--- src/rtl/lsu_if.sv ---
// Memory-stage bundle: instruction issue from execute, data-memory port,
// and the registered write-back record.
interface lsu_if #(
  parameter int TID_W = 2
);
  logic             in_valid;
  logic             in_ready;
  logic [1:0]       in_mem_op;
  logic [31:0]      in_addr;
  logic [31:0]      in_wdata;
  logic [4:0]       in_rd;
  logic [TID_W-1:0] in_tid;
  logic             in_ovf;

  logic             mem_req;
  logic             mem_we;
  logic [31:0]      mem_addr;
  logic [31:0]      mem_wdata;
  logic             mem_gnt;
  logic             mem_rvalid;
  logic [31:0]      mem_rdata;

  logic             wb_valid;
  logic             wb_we;
  logic [4:0]       wb_rd;
  logic [TID_W-1:0] wb_tid;
  logic [31:0]      wb_data;
  logic [1:0]       wb_exc;

  // master: the LSU itself; slave: execute stage, data memory and write-back
  modport master (
    input  in_valid, in_mem_op, in_addr, in_wdata, in_rd, in_tid, in_ovf,
    output in_ready,
    output mem_req, mem_we, mem_addr, mem_wdata,
    input  mem_gnt, mem_rvalid, mem_rdata,
    output wb_valid, wb_we, wb_rd, wb_tid, wb_data, wb_exc
  );

  modport slave (
    output in_valid, in_mem_op, in_addr, in_wdata, in_rd, in_tid, in_ovf,
    input  in_ready,
    input  mem_req, mem_we, mem_addr, mem_wdata,
    output mem_gnt, mem_rvalid, mem_rdata,
    input  wb_valid, wb_we, wb_rd, wb_tid, wb_data, wb_exc
  );
endinterface

--- src/rtl/lsu.sv ---
// Load/store unit: passes non-memory results through, flags misaligned
// accesses, and runs word loads/stores over a req/gnt/rvalid port with timeout.
module lsu #(
  parameter int TID_W   = 2,
  parameter int TIMEOUT = 255
) (
  input logic clk,
  input logic rst_n,
  lsu_if.master bus
);
  typedef enum logic [1:0] {IDLE, REQ, WAIT} state_t;
  typedef enum logic [1:0] {
    EXC_OK       = 2'b00,
    EXC_OVF      = 2'b01,
    EXC_MISALIGN = 2'b10,
    EXC_BUS      = 2'b11
  } exc_t;

  localparam logic [1:0]  OP_LOAD  = 2'b01;
  localparam logic [1:0]  OP_STORE = 2'b10;
  localparam logic [15:0] LIMIT    = 16'(TIMEOUT - 1);

  state_t           state_q, state_d;
  logic [15:0]      cnt_q, cnt_d;
  logic             accept;

  logic [31:0]      addr_q, wdata_q;
  logic [4:0]       rd_q;
  logic [TID_W-1:0] tid_q;
  logic             store_q;

  logic             wb_valid_q, wb_valid_d;
  logic             wb_we_q, wb_we_d;
  logic [4:0]       wb_rd_q, wb_rd_d;
  logic [TID_W-1:0] wb_tid_q, wb_tid_d;
  logic [31:0]      wb_data_q, wb_data_d;
  exc_t             wb_exc_q, wb_exc_d;

  assign bus.in_ready  = (state_q == IDLE);
  assign accept        = bus.in_valid & bus.in_ready;

  assign bus.mem_req   = (state_q == REQ);
  assign bus.mem_we    = (state_q == REQ) & store_q;
  assign bus.mem_addr  = {addr_q[31:2], 2'b00};
  assign bus.mem_wdata = wdata_q;

  assign bus.wb_valid  = wb_valid_q;
  assign bus.wb_we     = wb_we_q;
  assign bus.wb_rd     = wb_rd_q;
  assign bus.wb_tid    = wb_tid_q;
  assign bus.wb_data   = wb_data_q;
  assign bus.wb_exc    = wb_exc_q;

  always_comb begin
    // NOTE: every signal gets a default first so no path can infer a latch.
    state_d    = state_q;
    cnt_d      = cnt_q;
    wb_valid_d = 1'b0;
    wb_we_d    = 1'b0;
    wb_rd_d    = wb_rd_q;
    wb_tid_d   = wb_tid_q;
    wb_data_d  = wb_data_q;
    wb_exc_d   = wb_exc_q;

    unique case (state_q)
      IDLE: begin
        if (accept) begin
          wb_rd_d   = bus.in_rd;
          wb_tid_d  = bus.in_tid;
          wb_data_d = bus.in_addr;
          if (bus.in_mem_op == OP_LOAD || bus.in_mem_op == OP_STORE) begin
            if (bus.in_addr[1:0] != 2'b00) begin
              wb_valid_d = 1'b1;
              wb_exc_d   = EXC_MISALIGN;
            end else begin
              state_d = REQ;
            end
          end else begin
            // Plain ALU result (including the reserved op code)
            wb_valid_d = 1'b1;
            wb_we_d    = ~bus.in_ovf;
            wb_exc_d   = bus.in_ovf ? EXC_OVF : EXC_OK;
          end
        end
      end

      REQ: begin
        if (bus.mem_gnt) begin
          if (store_q) begin
            wb_valid_d = 1'b1;
            wb_rd_d    = rd_q;
            wb_tid_d   = tid_q;
            wb_data_d  = addr_q;
            wb_exc_d   = EXC_OK;
            state_d    = IDLE;
          end else begin
            cnt_d   = '0;
            state_d = WAIT;
          end
        end
      end

      WAIT: begin
        cnt_d = (cnt_q == 16'hFFFF) ? cnt_q : cnt_q + 16'd1;
        // A response in the limit cycle still wins over the bus error
        if (bus.mem_rvalid) begin
          wb_valid_d = 1'b1;
          wb_we_d    = 1'b1;
          wb_rd_d    = rd_q;
          wb_tid_d   = tid_q;
          wb_data_d  = bus.mem_rdata;
          wb_exc_d   = EXC_OK;
          state_d    = IDLE;
        end else if (cnt_q == LIMIT) begin
          wb_valid_d = 1'b1;
          wb_rd_d    = rd_q;
          wb_tid_d   = tid_q;
          wb_data_d  = '0;
          wb_exc_d   = EXC_BUS;
          state_d    = IDLE;
        end
      end

      default: state_d = IDLE;
    endcase
  end

  // NOTE: sequential state uses non-blocking assignments so every register
  // samples the pre-edge values regardless of statement order.
  always_ff @(posedge clk) begin
    if (!rst_n) begin
      state_q    <= IDLE;
      cnt_q      <= '0;
      wb_valid_q <= 1'b0;
      wb_we_q    <= 1'b0;
      wb_rd_q    <= '0;
      wb_tid_q   <= '0;
      wb_data_q  <= '0;
      wb_exc_q   <= EXC_OK;
    end else begin
      state_q    <= state_d;
      cnt_q      <= cnt_d;
      wb_valid_q <= wb_valid_d;
      wb_we_q    <= wb_we_d;
      wb_rd_q    <= wb_rd_d;
      wb_tid_q   <= wb_tid_d;
      wb_data_q  <= wb_data_d;
      wb_exc_q   <= wb_exc_d;
    end
  end

  // Instruction payload, captured only on acceptance and held through REQ/WAIT
  always_ff @(posedge clk) begin
    if (!rst_n) begin
      addr_q  <= '0;
      wdata_q <= '0;
      rd_q    <= '0;
      tid_q   <= '0;
      store_q <= 1'b0;
    end else if (accept) begin
      addr_q  <= bus.in_addr;
      wdata_q <= bus.in_wdata;
      rd_q    <= bus.in_rd;
      tid_q   <= bus.in_tid;
      store_q <= (bus.in_mem_op == OP_STORE);
    end
  end
endmodule

--- src/flat_wrapper.sv ---
// flat-port wrapper written by rule: the top's interface ports become plain ports
module lsu_flat 
#(
  parameter int TID_W   = 2,
  parameter int TIMEOUT = 255
)
  (clk, rst_n, bus_in_valid, bus_in_mem_op, bus_in_addr, bus_in_wdata, bus_in_rd, bus_in_tid, bus_in_ovf, bus_in_ready, bus_mem_req, bus_mem_we, bus_mem_addr, bus_mem_wdata, bus_mem_gnt, bus_mem_rvalid, bus_mem_rdata, bus_wb_valid, bus_wb_we, bus_wb_rd, bus_wb_tid, bus_wb_data, bus_wb_exc);
  lsu_if #(.TID_W(TID_W)) bus_i ();
  input logic clk;
  input logic rst_n;
  input wire logic [$bits(bus_i.in_valid)-1:0] bus_in_valid;
  input wire logic [$bits(bus_i.in_mem_op)-1:0] bus_in_mem_op;
  input wire logic [$bits(bus_i.in_addr)-1:0] bus_in_addr;
  input wire logic [$bits(bus_i.in_wdata)-1:0] bus_in_wdata;
  input wire logic [$bits(bus_i.in_rd)-1:0] bus_in_rd;
  input wire logic [$bits(bus_i.in_tid)-1:0] bus_in_tid;
  input wire logic [$bits(bus_i.in_ovf)-1:0] bus_in_ovf;
  output wire logic [$bits(bus_i.in_ready)-1:0] bus_in_ready;
  output wire logic [$bits(bus_i.mem_req)-1:0] bus_mem_req;
  output wire logic [$bits(bus_i.mem_we)-1:0] bus_mem_we;
  output wire logic [$bits(bus_i.mem_addr)-1:0] bus_mem_addr;
  output wire logic [$bits(bus_i.mem_wdata)-1:0] bus_mem_wdata;
  input wire logic [$bits(bus_i.mem_gnt)-1:0] bus_mem_gnt;
  input wire logic [$bits(bus_i.mem_rvalid)-1:0] bus_mem_rvalid;
  input wire logic [$bits(bus_i.mem_rdata)-1:0] bus_mem_rdata;
  output wire logic [$bits(bus_i.wb_valid)-1:0] bus_wb_valid;
  output wire logic [$bits(bus_i.wb_we)-1:0] bus_wb_we;
  output wire logic [$bits(bus_i.wb_rd)-1:0] bus_wb_rd;
  output wire logic [$bits(bus_i.wb_tid)-1:0] bus_wb_tid;
  output wire logic [$bits(bus_i.wb_data)-1:0] bus_wb_data;
  output wire logic [$bits(bus_i.wb_exc)-1:0] bus_wb_exc;
  assign bus_i.in_valid = bus_in_valid;
  assign bus_i.in_mem_op = bus_in_mem_op;
  assign bus_i.in_addr = bus_in_addr;
  assign bus_i.in_wdata = bus_in_wdata;
  assign bus_i.in_rd = bus_in_rd;
  assign bus_i.in_tid = bus_in_tid;
  assign bus_i.in_ovf = bus_in_ovf;
  assign bus_in_ready = bus_i.in_ready;
  assign bus_mem_req = bus_i.mem_req;
  assign bus_mem_we = bus_i.mem_we;
  assign bus_mem_addr = bus_i.mem_addr;
  assign bus_mem_wdata = bus_i.mem_wdata;
  assign bus_i.mem_gnt = bus_mem_gnt;
  assign bus_i.mem_rvalid = bus_mem_rvalid;
  assign bus_i.mem_rdata = bus_mem_rdata;
  assign bus_wb_valid = bus_i.wb_valid;
  assign bus_wb_we = bus_i.wb_we;
  assign bus_wb_rd = bus_i.wb_rd;
  assign bus_wb_tid = bus_i.wb_tid;
  assign bus_wb_data = bus_i.wb_data;
  assign bus_wb_exc = bus_i.wb_exc;
  lsu #(.TID_W(TID_W), .TIMEOUT(TIMEOUT)) u_core (.clk(clk), .rst_n(rst_n), .bus(bus_i));
endmodule
--- config.mk ---
export PLATFORM = sky130hd
export DESIGN_NAME = lsu_flat
export DESIGN_NICKNAME = d
export VERILOG_FILES = /design/src/rtl/lsu_if.sv /design/src/rtl/lsu.sv /design/src/flat_wrapper.sv
export SDC_FILE = /design/constraint.sdc
export NUM_CORES = 1
export LEC_CHECK = 0
export ABC_AREA = 0
export CAP_MARGIN = 20
export CORE_MARGIN = 2
export CORE_UTILIZATION = 41
export CTS_BUF_LIST = sky130_fd_sc_hd__clkbuf_8
export DETAILED_ROUTE_END_ITERATION = 6
export PLACE_DENSITY_LB_ADDON = 0.12
export SETUP_SLACK_MARGIN = 0.1
export SLEW_MARGIN = 5
export SYNTH_ARGS = -nofsm -noshare
export SYNTH_HDL_FRONTEND = slang
export SYNTH_SLANG_ARGS = --single-unit
--- constraint.sdc ---
create_clock -name clk -period 4.27 [get_ports clk]
set_input_delay 1.281 -clock clk [delete_from_list [all_inputs] [get_ports clk]]
set_output_delay 1.281 -clock clk [all_outputs]
set_load 0.1 [all_outputs]
* Word level (Yosys, flattened, before mapping) *
Index checks and enable logic that the tools add are counted.

storage, ports and cells
  register bits after elaboration = 133
  output and inout port bits = 110
  word-level logic and storage cells = 92

cells by class
  add/subtract/negate cells = 1
  eq/ne operators = 15
  muxes and demuxes = 51
  bitwise gates (word level) = 3
  reduce and logical (&&, ||, !) cells = 9

operators with widths
  cell                     number
  $mux W32                 5
  $pmux W32 S3             1
  $mux W16                 3
  $mux W2                  19
  $pmux W16 S2             1
  $mux W5                  5
  $pmux W2 S3              3
  $add A16 B1 Y16 const B  1
  $eq A16 B16 Y1 const B   1
  $eq A16 B8 Y1 const B    1
  $pmux W5 S3              1
  $mux W1                  11
  $ne A2 B2 Y1 const B     5
  $reduce_and A5 Y1        2
  $reduce_and A6 Y1        1
  $eq A2 B1 Y1 const B     2
  $eq A2 B2 Y1 const B     2
  $ne A2 B1 Y1 const B     2
  $reduce_and A4 Y1        1
  $reduce_bool A2 Y1       2
  $ne A3 B2 Y1 const B     1
  $ne A3 B3 Y1 const B     1
  $pmux W1 S3              1
  $reduce_bool A3 Y1       1
  other kinds (5)          6

* Logic depth before layout (Yosys ltp) *
  word-level depth = 5
  depth in mapped cells = 8

* Least setup slack after synthesis *
OpenSTA, ideal clock, no wires.

  path type = reg-to-output
  from = reg u_core.state_q[1]
  to = out bus_mem_we
  data arrival time = 2.359 ns
  setup slack = 0.630 ns
  stages on the path, launching flop included = 5
  path through = dfxtp_1 inv_1 ha_1 clkbuf_1 and2_1

between the ends
  cells in the longest elaborated chain, start to end = 2

ends and longest elaborated chain
  element                   line                source
  start: declaration        lsu.sv:23           state_t state_q, state_d;
  start signal: assignment  lsu.sv:141          state_q <= state_d;
  $eq A2 B1 Y1              -
  named net bus_mem_req     flat_wrapper.sv:19  output wire logic [$bits(bus_i.mem_req)-1:0] bus_mem_req;
  $and A1 B1 Y1             lsu.sv:43           assign bus.mem_we = (state_q == REQ) & store_q;
  end: declaration          flat_wrapper.sv:20  output wire logic [$bits(bus_i.mem_we)-1:0] bus_mem_we;

The timed path passes the listed nets, and every way through them passes these cells.

* Worst setup path in the final report *
  from = reg u_core.addr_q[3]
  to = out bus_mem_addr[3]

RTL lines
  element                   line                source
  start: declaration        lsu.sv:27           logic [31:0] addr_q, wdata_q;
  start signal: assignment  lsu.sv:161          addr_q <= bus.in_addr;
  end: declaration          flat_wrapper.sv:21  output wire logic [$bits(bus_i.mem_addr)-1:0] bus_mem_addr;

No word-level cell between the ends.

==> flow_summary.json <==
{
  "grt_pass1_wl_um": 30900,
  "slew_headroom": 0.296,
  "core_um2": 15200,
  "crit_arrival_ns": 2.01,
  "switching_share": 0.522,
  "via_per_inst": 5.53,
  "synth_area_um2": 6370,
  "powerDensity_nw_per_um2": 692,
  "n_antenna_cell": 0,
  "nFillCells": 1363,
  "antenna_found_initial": 0,
  "cp.required_ns": 2.99,
  "p_switching_mw": 3.17,
  "yosys_warnings": 0,
  "cp_slowest_stage_delay_ns": 1.17,
  "layout_setup_ws_ns": 0.979,
  "pwr-share-clk": 0.180,
  "grt.total_usage": 0.236,
  "fin_skew_ns": 0.00988,
  "nets": 1051,
  "htree_num_levels": 4,
  "combPwrFrac": 0.552,
  "rsz0062_at_grt": "no",
  "avgSynthCellArea_um2": 8.14,
  "place_ws_ns": 1.00,
  "start_util": 0.419,
  "wl_per_cell_um": 17.2,
  "place.gp.congestion": 0.834,
  "cts_buffer_depth": 2,
  "setup_viol": 0,
  "cts_tree": "yes",
  "final_max_slew_viol_count": 0,
  "first_iter_violations": 331,
  "grt.overflow.total": 0,
  "critPathTopFamily": "buffers and inverters",
  "clock_sinks": 133,
  "synth_seq_cells": 133,
  "async_flop_share": 0,
  "dp_cells": 1102,
  "hold_class": "reg -> reg",
  "ctsHoldBuffers": 0,
  "cts_buffers": 17,
  "route.detailed.drc": 0,
  "die-width_um": 129,
  "grt_pass1_vias": 6167,
  "synth_cell_type_count": 53,
  "row_count": 45,
  "post-route-util": 0.578,
  "cts.repair.resized": 0,
  "fin_tns_setup_ns": 0,
  "dieArea_um2": 16500,
  "finalWirelength_um": 19500,
  "dr.pass1.iters": 5,
  "grt_max_degree": 99,
  "pin_count": 221,
  "clockRootBuffer": "clkbuf_8",
  "worst-r2r-setup-slack_ns": 1.81,
  "clk_pin_slew_ns": 0.07,
  "maxCapViolations": 0,
  "insertion_delay_ns": 0.44,
  "cp_cell_sequence": "clkdlybuf4s50_1",
  "instances_no_fill": 1134,
  "place.port_buffers": 218,
  "cp_num_buf_inv": 1,
  "synth_ff_type": "dfxtp_1",
  "drive_above_1_share": 0.0677,
  "syn2layout_area_growth_pct": 38.0,
  "cp_slowest_cell": "clkdlybuf4s50_1",
  "critPathCaptureType": "output port",
  "cts_setup_buffers": 0,
  "die_h_um": 129,
  "max-vdd-ir-drop_mv": 0.280,
  "hpwl_um": 13000,
  "multiInputGateArea_um2": 3170,
  "synth-edff-count": 0,
  "worst_pin_slew_ns": 1.05,
  "cp-start-kind": "flop",
  "p_seq_frac": 0.268,
  "period_needed_ns": 3.29,
  "path_max_fanout": 3,
  "ant_nets": 0,
  "hold_violations": 0,
  "power_leakage_nw": 3.17,
  "p_int_mw": 2.91,
  "synthCells": 782,
  "regArea_um2": 2660,
  "num_vias": 6272,
  "ys_seq_area_frac": 0.418,
  "final.period_utilization": 0.771,
  "status": "finished, final reports clean",
  "path_class": "reg -> out",
  "fmax_ghz": 0.304
}
==> power by group through the flow <==
stage          logic (mW)  registers [mW]  clock network, mW
2_1_floorplan        1.28            2.97                  0
3_3_place_gp         3.34            1.64                  0
3_5_place_dp         3.37            1.65                  0
4_1_cts              3.38            1.63               1.12
5_1_grt              3.52            1.66               1.18
6_report             3.36            1.63               1.10
==> layout by cell type, fill, tap and decap left out, types with 3 or more instances in the layout <==
cell             instances
nand2_1                236
clkdlybuf4s50_1        214
dfxtp_1                133
a21oi_1                 79
mux2i_1                 43
o211ai_1                40
a32oi_1                 33
clkbuf_8                18
inv_1                   14
buf_4                   13
nand2b_1                 9
nand3_1                  7
o221a_2                  7
a211oi_1                 5
clkinv_2                 5
a21boi_0                 4
o21ai_0                  4
or3_1                    4
nor4_1                   4
o31a_1                   4
ha_1                     4
nor3_1                   3
and4_1                   3
nor2_1                   3
nand4_1                  3
a31oi_1                  3
o22ai_1                  3
a311oi_1                 3
ha_2                     3
bufinv_16                3
==> sequential cells by signal (all words and copies together) (netlist names) <==
name,count
u_core.bus.wb_data,32
u_core.bus.wb_rd,5
u_core.addr_q,32
u_core.bus.wb_tid,2
u_core.bus.wb_exc,2
u_core.rd_q,5
u_core.bus.wb_we,1
u_core.bus.mem_wdata,32
u_core.store_q,1
u_core.bus.wb_valid,1
u_core.tid_q,2
u_core.cnt_q,16
u_core.state_q,2
==> worst paths after layout <==
| path | cells past startpoint | start | endpoint |
|---|---|---|---|
| max | 1 | u_core.addr_q[3] | bus_mem_addr[3] |
| min | 2 | u_core.rd_q[4] | u_core.rd_q[4] |
| max reg2reg | 6 | u_core.state_q[0] | u_core.bus.wb_exc[1] |
| min reg2reg | 2 | u_core.rd_q[4] | u_core.rd_q[4] |
==> area by class of cell <==
cell class	count	share of cell area
clock buffer	18	0.0282
clock inverter	14	0.0182
inverter	14	0.00598
multi-input combinational	539	0.361
sequential	133	0.303
tap	188	0.0268
timing repair buffer	228	0.257
==> kinds of logic (layout without fill, tap and decap cells) <==
group,after synthesis,in the layout,synth area share
buf+inv,111,274,0.0878
mux,43,43,0.0676
flops,133,133,0.418
compound gates,199,199,0.215
other cells,1,2,0.000589
simple gates,288,288,0.197
fa+ha+maj,7,7,0.0138
==> per-layer routing <==
metal	GRT usage	up-vias	part of all wire
li1	-	3029	-
met1	0.275	2972	0.42
met2	0.406	249	0.48
met3	0.0815	22	0.087
met4	0.0825	0	0.016
met5	0	-	0
==> synthesized netlist by cell type (2+ instances only) <==
cell type	number	area share
buf_1	9	0.0053
and2_1	3	0.0029
clkbuf_1	47	0.028
nor2_1	3	0.0018
nand4_1	3	0.0029
nand3_1	7	0.0055
nand2b_1	9	0.0088
a21oi_1	79	0.062
nand4_4	2	0.0067
a31oi_1	3	0.0029
nand3b_1	2	0.0024
o221a_2	7	0.012
ha_1	7	0.014
nor4_1	4	0.0039
o31a_1	4	0.0055
a21boi_0	4	0.0047
inv_1	13	0.0077
o31ai_1	2	0.0024
buf_4	34	0.040
or4_1	2	0.0024
buf_2	4	0.0031
a211oi_1	5	0.0059
o22ai_1	3	0.0029
or3_1	4	0.0039
nor3_1	3	0.0024
and4_1	3	0.0041
a32oi_1	33	0.045
clkbuf_2	2	0.0016
o21ai_0	4	0.0031
a221oi_1	2	0.0028
mux2i_1	43	0.068
o211ai_1	40	0.047
nor4b_1	2	0.0028
dfxtp_1	133	0.42
a311oi_1	3	0.0041
nand2_1	237	0.14
==> per-stage QoR <==
step / cell area, um2 / power, mW / hold WS, ns
final: 8790 / 6.08 / 0.451
after CTS: 8790 / 6.13 / 0.454
after detailed placement: 8380 / 5.02 / 0.444
after global routing: 8790 / 6.36 / 0.474
after global placement: 8380 / 4.98 / 0.436
after floorplan: 6370 / 4.25 / 0.430
(Power assumes the default switching activity.)
